[src/rtl/mmio_bridge.sv]
// CPU-to-peripheral MMIO bridge: decodes the CPU data access into a one-hot slot
// select, runs one access window on the shared io_* bus and stalls the CPU until done.

module mmio_bridge_slot #(
   parameter logic [3:0] IDX = 4'd0
) (
   input  logic        active,
   input  logic        hit,
   input  logic [3:0]  slot,
   input  logic [31:0] rdata,
   output logic        sel,
   output logic [31:0] rd_gated
);
   logic match;

   assign match    = hit && (slot == IDX);
   assign sel      = active && match;
   // Non-selected slots contribute zero so the top can OR-reduce the lanes.
   assign rd_gated = match ? rdata : '0;
endmodule

module mmio_bridge #(
   parameter int          NSLV    = 4,
   parameter logic [15:0] BASE_HI = 16'h1000,
   parameter int          WAIT    = 0
) (
   input  logic               clk,
   input  logic               rst,
   input  logic               cpu_req,
   input  logic               cpu_we,
   input  logic [31:0]        cpu_addr,
   input  logic [3:0]         cpu_mask,
   input  logic [31:0]        cpu_wdata,
   output logic [31:0]        cpu_rdata,
   output logic               cpu_stall,
   output logic               bus_err,
   output logic [31:0]        io_addr,
   output logic               io_op,
   output logic [3:0]         io_mask,
   output logic [31:0]        io_wdata,
   output logic [NSLV-1:0]    io_sel,
   input  logic [32*NSLV-1:0] io_rdata_bus
);
   localparam logic [3:0] WAIT_W = 4'(WAIT);
   localparam logic [4:0] NSLV_W = 5'(NSLV);

   typedef enum logic [1:0] {IDLE, ACCESS, DONE} state_t;

   state_t state, state_nx;

   logic [31:0] addr_q, wdata_q, rdata_q;
   logic [3:0]  mask_q, slot_q, cnt;
   logic        we_q, hit_q;
   logic        hit, access;

   logic [NSLV-1:0][31:0] rd_lane;
   logic [31:0]           rd_or;

   assign hit = (cpu_addr[31:16] == BASE_HI) && ({1'b0, cpu_addr[15:12]} < NSLV_W);

   for (genvar k = 0; k < NSLV; k++) begin : g_slot
      mmio_bridge_slot #(.IDX(4'(k))) u_slot (
         .active   (access),
         .hit      (hit_q),
         .slot     (slot_q),
         .rdata    (io_rdata_bus[32*k +: 32]),
         .sel      (io_sel[k]),
         .rd_gated (rd_lane[k])
      );
   end

   always_comb begin
      rd_or = '0;
      for (int k = 0; k < NSLV; k++) rd_or |= rd_lane[k];
   end

   always_ff @(posedge clk or negedge rst) begin
      if (!rst) state <= IDLE;
      else      state <= state_nx;
   end

   always_comb begin
      state_nx = state;
      unique case (state)
         IDLE:    if (cpu_req) state_nx = ACCESS;
         ACCESS:  if (cnt == '0) state_nx = DONE;
         DONE:    state_nx = IDLE;
         default: state_nx = IDLE;
      endcase
   end

   // The counter starts at WAIT, so cnt == WAIT marks the first ACCESS cycle and
   // gives exactly one write strobe per store.
   always_comb begin
      cpu_stall = 1'b0;
      io_op     = 1'b0;
      bus_err   = 1'b0;
      cpu_rdata = '0;
      access    = 1'b0;
      unique case (state)
         IDLE:   cpu_stall = cpu_req;
         ACCESS: begin
            cpu_stall = 1'b1;
            access    = 1'b1;
            io_op     = we_q && hit_q && (cnt == WAIT_W);
         end
         DONE: begin
            cpu_rdata = rdata_q;
            bus_err   = !hit_q;
         end
         default: ;
      endcase
   end

   always_ff @(posedge clk or negedge rst) begin
      if (!rst) begin
         addr_q  <= '0;
         wdata_q <= '0;
         mask_q  <= '0;
         we_q    <= 1'b0;
         hit_q   <= 1'b0;
         slot_q  <= '0;
         cnt     <= '0;
         rdata_q <= '0;
      end else begin
         unique case (state)
            IDLE: if (cpu_req) begin
               addr_q  <= cpu_addr;
               wdata_q <= cpu_wdata;
               mask_q  <= cpu_mask;
               we_q    <= cpu_we;
               hit_q   <= hit;
               slot_q  <= cpu_addr[15:12];
               cnt     <= WAIT_W;
            end
            ACCESS: begin
               if (cnt == '0) rdata_q <= we_q ? '0 : rd_or;
               else           cnt     <= cnt - 4'd1;
            end
            default: ;
         endcase
      end
   end

   assign io_addr  = addr_q;
   assign io_mask  = mask_q;
   assign io_wdata = wdata_q;
endmodule

[config.mk]
export PLATFORM = sky130hd
export DESIGN_NAME = mmio_bridge
export DESIGN_NICKNAME = d
export VERILOG_FILES = /design/src/rtl/mmio_bridge.sv
export SDC_FILE = /design/constraint.sdc
export NUM_CORES = 1
export LEC_CHECK = 0
export ABC_CLOCK_PERIOD_IN_PS = 2700
export BUFFER_PORTS_ARGS = -buffer_cell sky130_fd_sc_hd__clkbuf_2
export CORE_UTILIZATION = 38
export CTS_CLUSTER_DIAMETER = 150
export DETAILED_ROUTE_END_ITERATION = 12
export PLACE_DENSITY = 0.69
export SYNTH_ARGS = -nofsm -noshare
export SYNTH_HDL_FRONTEND = slang
export SYNTH_HIERARCHICAL = 1
export SYNTH_SLANG_ARGS = --single-unit
[constraint.sdc]
create_clock -name clk -period 2.7 [get_ports clk]
set_input_delay 0.27 -clock clk [delete_from_list [all_inputs] [get_ports clk]]
set_output_delay 0.27 -clock clk [all_outputs]
set_load 0.005 [all_outputs]
==> qor.yml, run 1 <==
grt_pass1_vias: 6517
ant_nets: 0
rsz0062_at_grt: "false"
die_w_um: 137.7
crit_type: "reg2out"
drt_wl_total_um: 23380
synth-simple-area-share: 0.4604
antenna_found_initial: 0
critPathLaunchType: "register"
hold_path.class: "in2reg"
layout.nets: 1300
min_from: "cpu_wdata[10]"
insertion_delay_ns: 0.36
critPathCaptureType: "primary output"
ff2ff_setup_slack_ns: 0.53
synth-xor-area-share: 0
first_pass_iters: 4
final_cell_mix: "342 x nand2_1, 305 x clkbuf_2, 105 x dfrtp_1, 90 x nor3_2, 38 x nor4_1"
crit_fanout: 35
worst_pin_slew_ns: 0.8417
die_area_mm2: 0.01895
whs_endpoint: "io_wdata[10]"
reg2reg_depth: 5
n_antenna_cell: 0
synth_warnings: 6
drc_errors: 0
p_leak_uw: 0.004047
maxCapViolations: 0
num_rows: 49
clk_path_buf_depth: 2
synth_cell_type_count: 33
clock_skew_ns: 0.008753
final_common_cell: "nand2_1"
preCtsSetupSlack_ns: 0.5542
htree_levels: 3
status: "finished clean"
start_util: 0.3880
hold_path_depth: 3
num_vias: 6881
utilization: 0.4894
io_pins: 307
wl_per_cell_um: 17.55
synth_seq_area_share: 0.3865
synth_edf_count: 0
core_mm2: 0.01802
cts.sinks: 108
synth_compound_area_frac: 0.06101
clock.fmax_mhz: 422.5
place_hpwl_um: 17130
syn-num-nets: 1037
grt_max_degree: 66
grt_usage: 0.2456
synth_cells: 835
io_buffers: 306
synthMuxAreaShare: 0.004473
cts-buffers-inserted: 9
arrival_ns: 2.10
tns_ns: 0
synth-main-ff-cell: "dfrtp_1"
powerDensity_mw_per_mm2: 859.6
syn_avg_cell_area_um2: 8.375
crit_required_ns: 2.43
worstReg2RegEnd: "rdata_q[31]"
dr.first_iter.drc_count: 485
drive_gt1_frac: 0.4424
cts_root_buffer: "clkbuf_16"
slew_viol_final: 0
cts_resized: 0
period_share: 0.8766
die_y_um: 137.7
synth_area_mm2: 0.006993
synthArstFlopShare: 1.000
path_clk_slew_ns: 0.09
ys_seq_elements: 108
fin_ws_ns: 0.3332
finalSetupViolCount: 0
period_needed_ns: 2.367
grt_pass1_wl_um: 34780
synth_adder_area_share: 0.003578
irDropWorstVdd_v: 0.0005330
grt-ovfl-total: 0
maxSlewHeadroom: 0.4389
place.gp.congestion: 0.9406
areaGrowthSynthToFinish_pct: 26.16
post_drt_via_cell_ratio: 5.166
finalHoldViolCount: 0
r2r-start: "io_addr[13]"
synth_top_family_by_area: "simple AND/OR/NAND/NOR gates"
cts_tree: "yes"
## cell usage after synthesis (2+ instances only)
library cell / n / area, um^2
nand2_1: 343 / 1287
dfrtp_1: 108 / 2703
nor3_2: 90 / 900.9
nor4_1: 38 / 237.7
and2_1: 32 / 200.2
o31ai_1: 32 / 240.2
nor4_2: 30 / 375.4
o21ai_1: 30 / 150.1
clkbuf_1: 28 / 105.1
buf_2: 23 / 115.1
buf_8: 12 / 180.2
buf_6: 10 / 112.6
nor3_1: 10 / 50.05
buf_4: 6 / 45.04
nand3_1: 5 / 25.02
buf_1: 4 / 15.01
nor2_1: 4 / 15.01
o21ai_0: 4 / 20.02
or2_1: 4 / 25.02
inv_1: 3 / 11.26
ha_1: 2 / 25.02
mux2i_1: 2 / 20.02
nand2b_1: 2 / 12.51
nor2b_1: 2 / 12.51
nor3b_2: 2 / 25.02
or3b_1: 2 / 17.52
## how the worst max path moves through the flow
stage                      startpoint  cells after the start           to  slack, ns
after floorplan                cnt[0]                      7  rdata_q[11]       1.18
after global placement    io_addr[13]                      5  rdata_q[31]       0.59
after detailed placement  io_addr[13]                      5  rdata_q[31]       0.55
after CTS                    state[0]                      5    io_sel[0]       0.23
after global routing         state[0]                      5    io_sel[0]       0.19
final                        state[0]                      5    io_sel[0]       0.33
## stage by stage
step / cell area [um^2] / std cells / total power [uW] / hold slack [ns]
after floorplan: 6993 / 835 / 5226 / -0.02559
after global placement: 8498 / 1315 / 6158 / 0.3251
after detailed placement: 8498 / 1315 / 6240 / 0.3193
after CTS: 8822 / 1332 / 7648 / 0.07687
after global routing: 8822 / 1332 / 8103 / 0.08235
final: 8822 / 1332 / 7584 / 0.09194
## state kept, by name (all words and copies together), names as in the netlist
signal,cells
io_addr,32
io_wdata,32
rdata_q,32
cnt,4
io_mask,4
state,2
hit_q,1
we_q,1
## layer usage
layer | up-vias | track usage | share of wire
li1 | 3313 | - | -
met1 | 3179 | 0.3157 | 0.43
met2 | 347 | 0.3984 | 0.46
met3 | 42 | 0.05482 | 0.084
met4 | 0 | 0.09646 | 0.024
met5 | - | 0 | 0
## repair_timing
| item | CTS | global route |
|---|---|---|
| hold buffers | 1 | 0 |
| hold endpoints to repair | 38 | 0 |
| buffers inserted | 0 | 0 |
## report_power, final
part	internal (uW)	switching (uW)	leakage [uW]
Clock	670	717	0.000152
Combinational	1080	2570	0.00251
Sequential	2160	384	0.00138
## worst max-delay path, cell delays in order, from the launching register on
cell	delay, ns
dfrtp_1	0.51
nand2b_4	0.31
inv_2	0.29
nand2_1	0.08
nor4_1	0.33
clkbuf_2	0.21
## logic make-up after synthesis
| family | after synthesis |
|---|---|
| simple gates | 568 |
| flops | 108 |
| buf+inv | 87 |
| compound gates | 67 |
| mux | 3 |
| fa+ha+maj | 2 |
## area by class of cell
class	count	area (um^2)
well taps	229	286.5
clock buffers	9	225.2
fillers	1796	9203
multi-input cells	640	3719
flip-flops and latches	108	2709
clock inverters	7	88.84
repair buffers	335	1779
inverters	4	15.01
No activity file was read; power rests on OpenSTA's default activity.
==> inputs of run 2 (changes only) <==
ABC_CLOCK_PERIOD_IN_PS = 2200   (was 2700)
TNS_END_PERCENT = 100   (was unset)
clock period = 2.2 ns   (was 2.7 ns; I/O delays follow)
==> run 2 against run 1 <==
Against the previous run: clock skew about the same; routed wire length fell by 1.7%; count of clock-buffer cells in the layout unchanged; via count is essentially flat; first-iteration DRC count is 19% lower; global-route usage is 0.64 points lower; cell area increased by 1.3%; power is 27% higher; clock power up 29%; combinational power up 31%; critical path type unchanged; critical endpoint is now io_sel[1]; highest routed layer unchanged.
==> qor.yml, run 2 (synthesis gave the netlist of run 1 again) <==
status: "finished clean"
clk_path_buf_depth: 2
dr.first_iter.drc_count: 394
first_pass_iters: 4
drt_wl_total_um: 22980
clock.fmax_mhz: 478.0
cts.sinks: 108
reg2reg_depth: 5
finalHoldViolCount: 0
tns_ns: 0
crit_path_end: "io_sel[1]"
dpl_cell_area_mm2: 0.008598
min_from: "cpu_wdata[2]"
period_share: 0.9510
final_area_mm2: 0.008939
final_cell_mix: "342 x nand2_1, 305 x clkbuf_2, 105 x dfrtp_1, 90 x nor3_2, 38 x nor4_1"
powerDensity_mw_per_mm2: 1079
post_drt_via_cell_ratio: 5.161
finalSetupViolCount: 0
slew_viol_final: 0
crit_fanout: 14
die_area_mm2: 0.01895
grt_pass1_vias: 6574
place.gp.congestion: 0.8999
crit_required_ns: 1.98
grt_pass1_wl_um: 34340
io_pins: 307
io_buffers: 306
antenna_found_initial: 1
p_leak_uw: 0.004091
critPathLaunchType: "register"
maxSlewHeadroom: 0.6753
die_y_um: 137.7
clock_skew_ns: 0.008854
num_rows: 49
grt_max_degree: 69
irDropWorstVdd_v: 0.0007127
crit_type: "reg2out"
holdWs_ns: 0.05417
worst_pin_slew_ns: 0.4870
core_mm2: 0.01802
postCtsHoldBufs: 1
htree_levels: 3
path_clk_slew_ns: 0.08
arrival_ns: 1.87
cts_root_buffer: "clkbuf_16"
die_w_um: 137.7
fin_ws_ns: 0.1078
grt-ovfl-total: 0
preCtsSetupSlack_ns: 0.3936
areaGrowthSynthToFinish_pct: 27.82
rsz0062_at_grt: "false"
finalPower_uw: 9646
start_util: 0.3880
insertion_delay_ns: 0.35
drc_errors: 0
period_needed_ns: 2.092
num_vias: 6879
grt_usage: 0.2392
critPathCaptureType: "primary output"
cts_resized: 0
critical_path.startpoint: "io_addr[15]"
worstReg2RegEnd: "rdata_q[16]"
ant_nets: 0
hold_path.class: "in2reg"
wl_per_cell_um: 17.24
post_cts_buffers: 0
cts_tree: "yes"
final_common_cell: "nand2_1"
maxCapViolations: 0
r2r-start: "io_addr[12]"
layout.nets: 1300
place_hpwl_um: 16540
drive_gt1_frac: 0.4424
ff2ff_setup_slack_ns: 0.36
cts-buffers-inserted: 9
run 2: cell count changes in the layout (fill, tap and decap cells not counted), sizes merged:
cell	previous run	this run
clkinv	4	2
bufinv	0	1
diode	0	1
inv	7	8
run 2: how the worst min path moves through the flow:
stage | cells past startpoint | slack [ns] | endpoint
after floorplan | 0 | -0.08 | cnt[0]
after detailed placement | 1 | 0.21 | rdata_q[3]
after global routing | 3 | 0.05 | io_wdata[13]
after CTS | 3 | 0.03 | io_wdata[2]
final | 3 | 0.05 | io_wdata[2]
after global placement | 1 | 0.21 | rdata_q[3]
run 2: critical path, stage by stage (launching register included):
cell	delay, ns
dfrtp_2	0.43
or2_2	0.48
buf_12	0.23
nor3_1	0.22
clkbuf_2	0.16
run 2: per-stage QoR:
step,instances,utilization
after global placement,1315,0.4770
after detailed placement,1315,0.4770
final,1333,0.4959
after floorplan,835,-
after CTS,1332,0.4958
after global routing,1332,0.4958
run 2: power by group:
part / switching [uW] / total [uW] / leakage, uW / internal [uW]
Clock: 857 / 1790 / 0.000160 / 930
Sequential: 429 / 3080 / 0.00138 / 2650
Combinational: 3290 / 4780 / 0.00255 / 1490
Total: 4570 / 9650 / 0.00409 / 5070
run 2: cell type report:
type / instances / area (um^2)
repair buffers: 335 / 1879
multi-input cells: 640 / 3719
well taps: 229 / 286.5
clock inverters: 7 / 102.6
diodes: 1 / 2.502
inverters: 4 / 15.01
flip-flops and latches: 108 / 2709
fillers: 1759 / 9086
clock buffers: 9 / 225.2
run 2: metal layers:
layer	vias to the layer above	track usage	wire length [um]
li1	3321	-	-
met1	3167	0.2998	9711
met2	349	0.3920	10610
met3	42	0.05519	2073
met4	0	0.1032	583
met5	-	0	0
==> inputs of run 3 (changes only) <==
CORE_UTILIZATION = 47   (was 38)
PLACE_DENSITY = 0.82   (was 0.69)
==> run 3 against run 2 <==
Against the previous run: fmax grew 0.81%; combinational power shrank 0.8%; critical path depth is 1 higher; final cell count shrank 3.8%.
==> qor.yml, run 3 (synthesis gave the netlist of run 1 again) <==
status: "finished clean"
num_rows: 44
reg2reg_depth: 6
tns_ns: 0
wl_per_cell_um: 17.52
preCtsSetupSlack_ns: 0.3014
die_area_mm2: 0.01537
cp_cell_sequence: "buf_4 > or2_4 > buf_12 > nor3_1 > clkbuf_2"
die_y_um: 124.0
maxCapViolations: 0
critPathLaunchType: "register"
final_cells: 1283
final_cell_mix: "342 x nand2_1, 305 x clkbuf_2, 105 x dfrtp_1, 90 x nor3_2, 38 x nor4_1"
cp_slowest_cell: "dfrtp_2"
crit_type: "reg2out"
powerDensity_mw_per_mm2: 1082
antenna_found_initial: 0
htree_levels: 3
placed_cells: 1266
start_util: 0.4811
worst_pin_slew_ns: 0.6614
swShare: 0.4874
layout.nets: 1296
crit_fanout: 22
num_vias: 7024
utilization: 0.6060
grt_max_degree: 71
n_antenna_cell: 0
dr.first_iter.drc_count: 550
share_comb_of_total_power: 0.497
clock.fmax_mhz: 481.8
period_share: 0.9434
finalHoldViolCount: 0
critPathCaptureType: "primary output"
first_pass_iters: 5
clkPwrFrac: 0.176
p_leak_uw: 0.004054
place_hpwl_um: 15530
grt-ovfl-total: 0
clk_path_buf_depth: 2
irDropWorstVdd_v: 0.0006797
crit_required_ns: 1.98
cts-buffers-inserted: 9
cts.sinks: 108
power.switching_uw: 4645
seqPwrFrac: 0.327
drc_errors: 0
maxSlewHeadroom: 0.5591
period_needed_ns: 2.076
drive_gt1_frac: 0.4404
hold_path.class: "in2reg"
drt_wl_total_um: 22470
insertion_delay_ns: 0.36
place.gp.congestion: 0.9183
post_drt_via_cell_ratio: 5.475
cts_root_buffer: "clkbuf_16"
grt_pass1_wl_um: 34020
clock_skew_ns: 0.008279
fin_ws_ns: 0.1245
hold_path_depth: 3
ant_nets: 0
areaGrowthSynthToFinish_pct: 25.94
finalSetupViolCount: 0
grt_pass1_vias: 6762
slowest_delay_ns: 0.43
path_clk_slew_ns: 0.09
core_mm2: 0.01453
arrival_ns: 1.86
slew_viol_final: 0
final_common_cell: "nand2_1"
die_w_um: 124.0
io_buffers: 306
grt_usage: 0.2907
rsz0062_at_grt: "false"
power.internal_uw: 4885
io_pins: 307
cts_tree: "yes"
## run 3: cell types whose count changed in the layout (fill, tap and decap cells not counted), sizes merged
cell,before,now
buf,29,25
bufinv,1,0
clkinv,2,4
diode,1,0
inv,8,7
## run 3: final timing paths
check | from | to | slack [ns]
max | io_addr[14] | io_sel[1] | 0.12
min | cpu_addr[5] | io_addr[5] | 0.05
max reg2reg | io_addr[14] | rdata_q[31] | 0.40
min reg2reg | io_addr[9] | io_addr[9] | 0.48
max in group asynchronous | rst | io_wdata[10] | 1.06
min in group asynchronous | rst | rdata_q[8] | 0.44
## run 3: worst max-delay path, delay by kind of cell (launching register included)
| family | cells | cell delay (ns) |
|---|---|---|
| AND/OR/NAND/NOR | 2 | 0.52 |
| buffers and inverters | 3 | 0.53 |
| flip-flops | 1 | 0.43 |
## run 3: timing repair
item                                    4_1_cts  5_1_grt
hold endpoints to repair                     41        0
hold buffers                                  1        0
gates resized for setup                       2        2
endpoints found under the setup margin        1        2
buffers inserted                              0        0
## run 3: final cells by class
type                            instances  area (um^2)
Timing Repair Buffer                  331         1815
Clock buffer                            9        225.2
Clock inverter                          7        86.33
Sequential cell                       108         2709
Fill cell                            1299         5727
Multi-Input combinational cell        640         3726
Inverter                                4        15.01
Tap cell                              184        230.2
## run 3: power groups by stage
stage	Combinational, uW	Sequential, uW	Clock [uW]
floorplan	3310	3110	0
global placement	4560	3100	0
detailed placement	4700	3120	0
CTS	4710	3110	1710
global route	5140	3190	1780
finish	4740	3120	1670
## run 3: stage by stage
stage                     power [uW]  cell area, um^2  hold WS, ns
after floorplan                 6413             6993     -0.07559
after global placement          7667             8474       0.2841
after detailed placement        7816             8474       0.2808
after CTS                       9531             8801      0.03539
after global routing           10110             8807      0.03831
final                           9529             8807      0.04643
## run 3: routing by layer
metal | GRT usage | part of all wire | vias up
met5 | 0 | 0 | -
met4 | 0.1176 | 0.024 | 0
met3 | 0.06090 | 0.082 | 51
met2 | 0.4872 | 0.48 | 367
met1 | 0.3646 | 0.42 | 3293
li1 | - | - | 3313
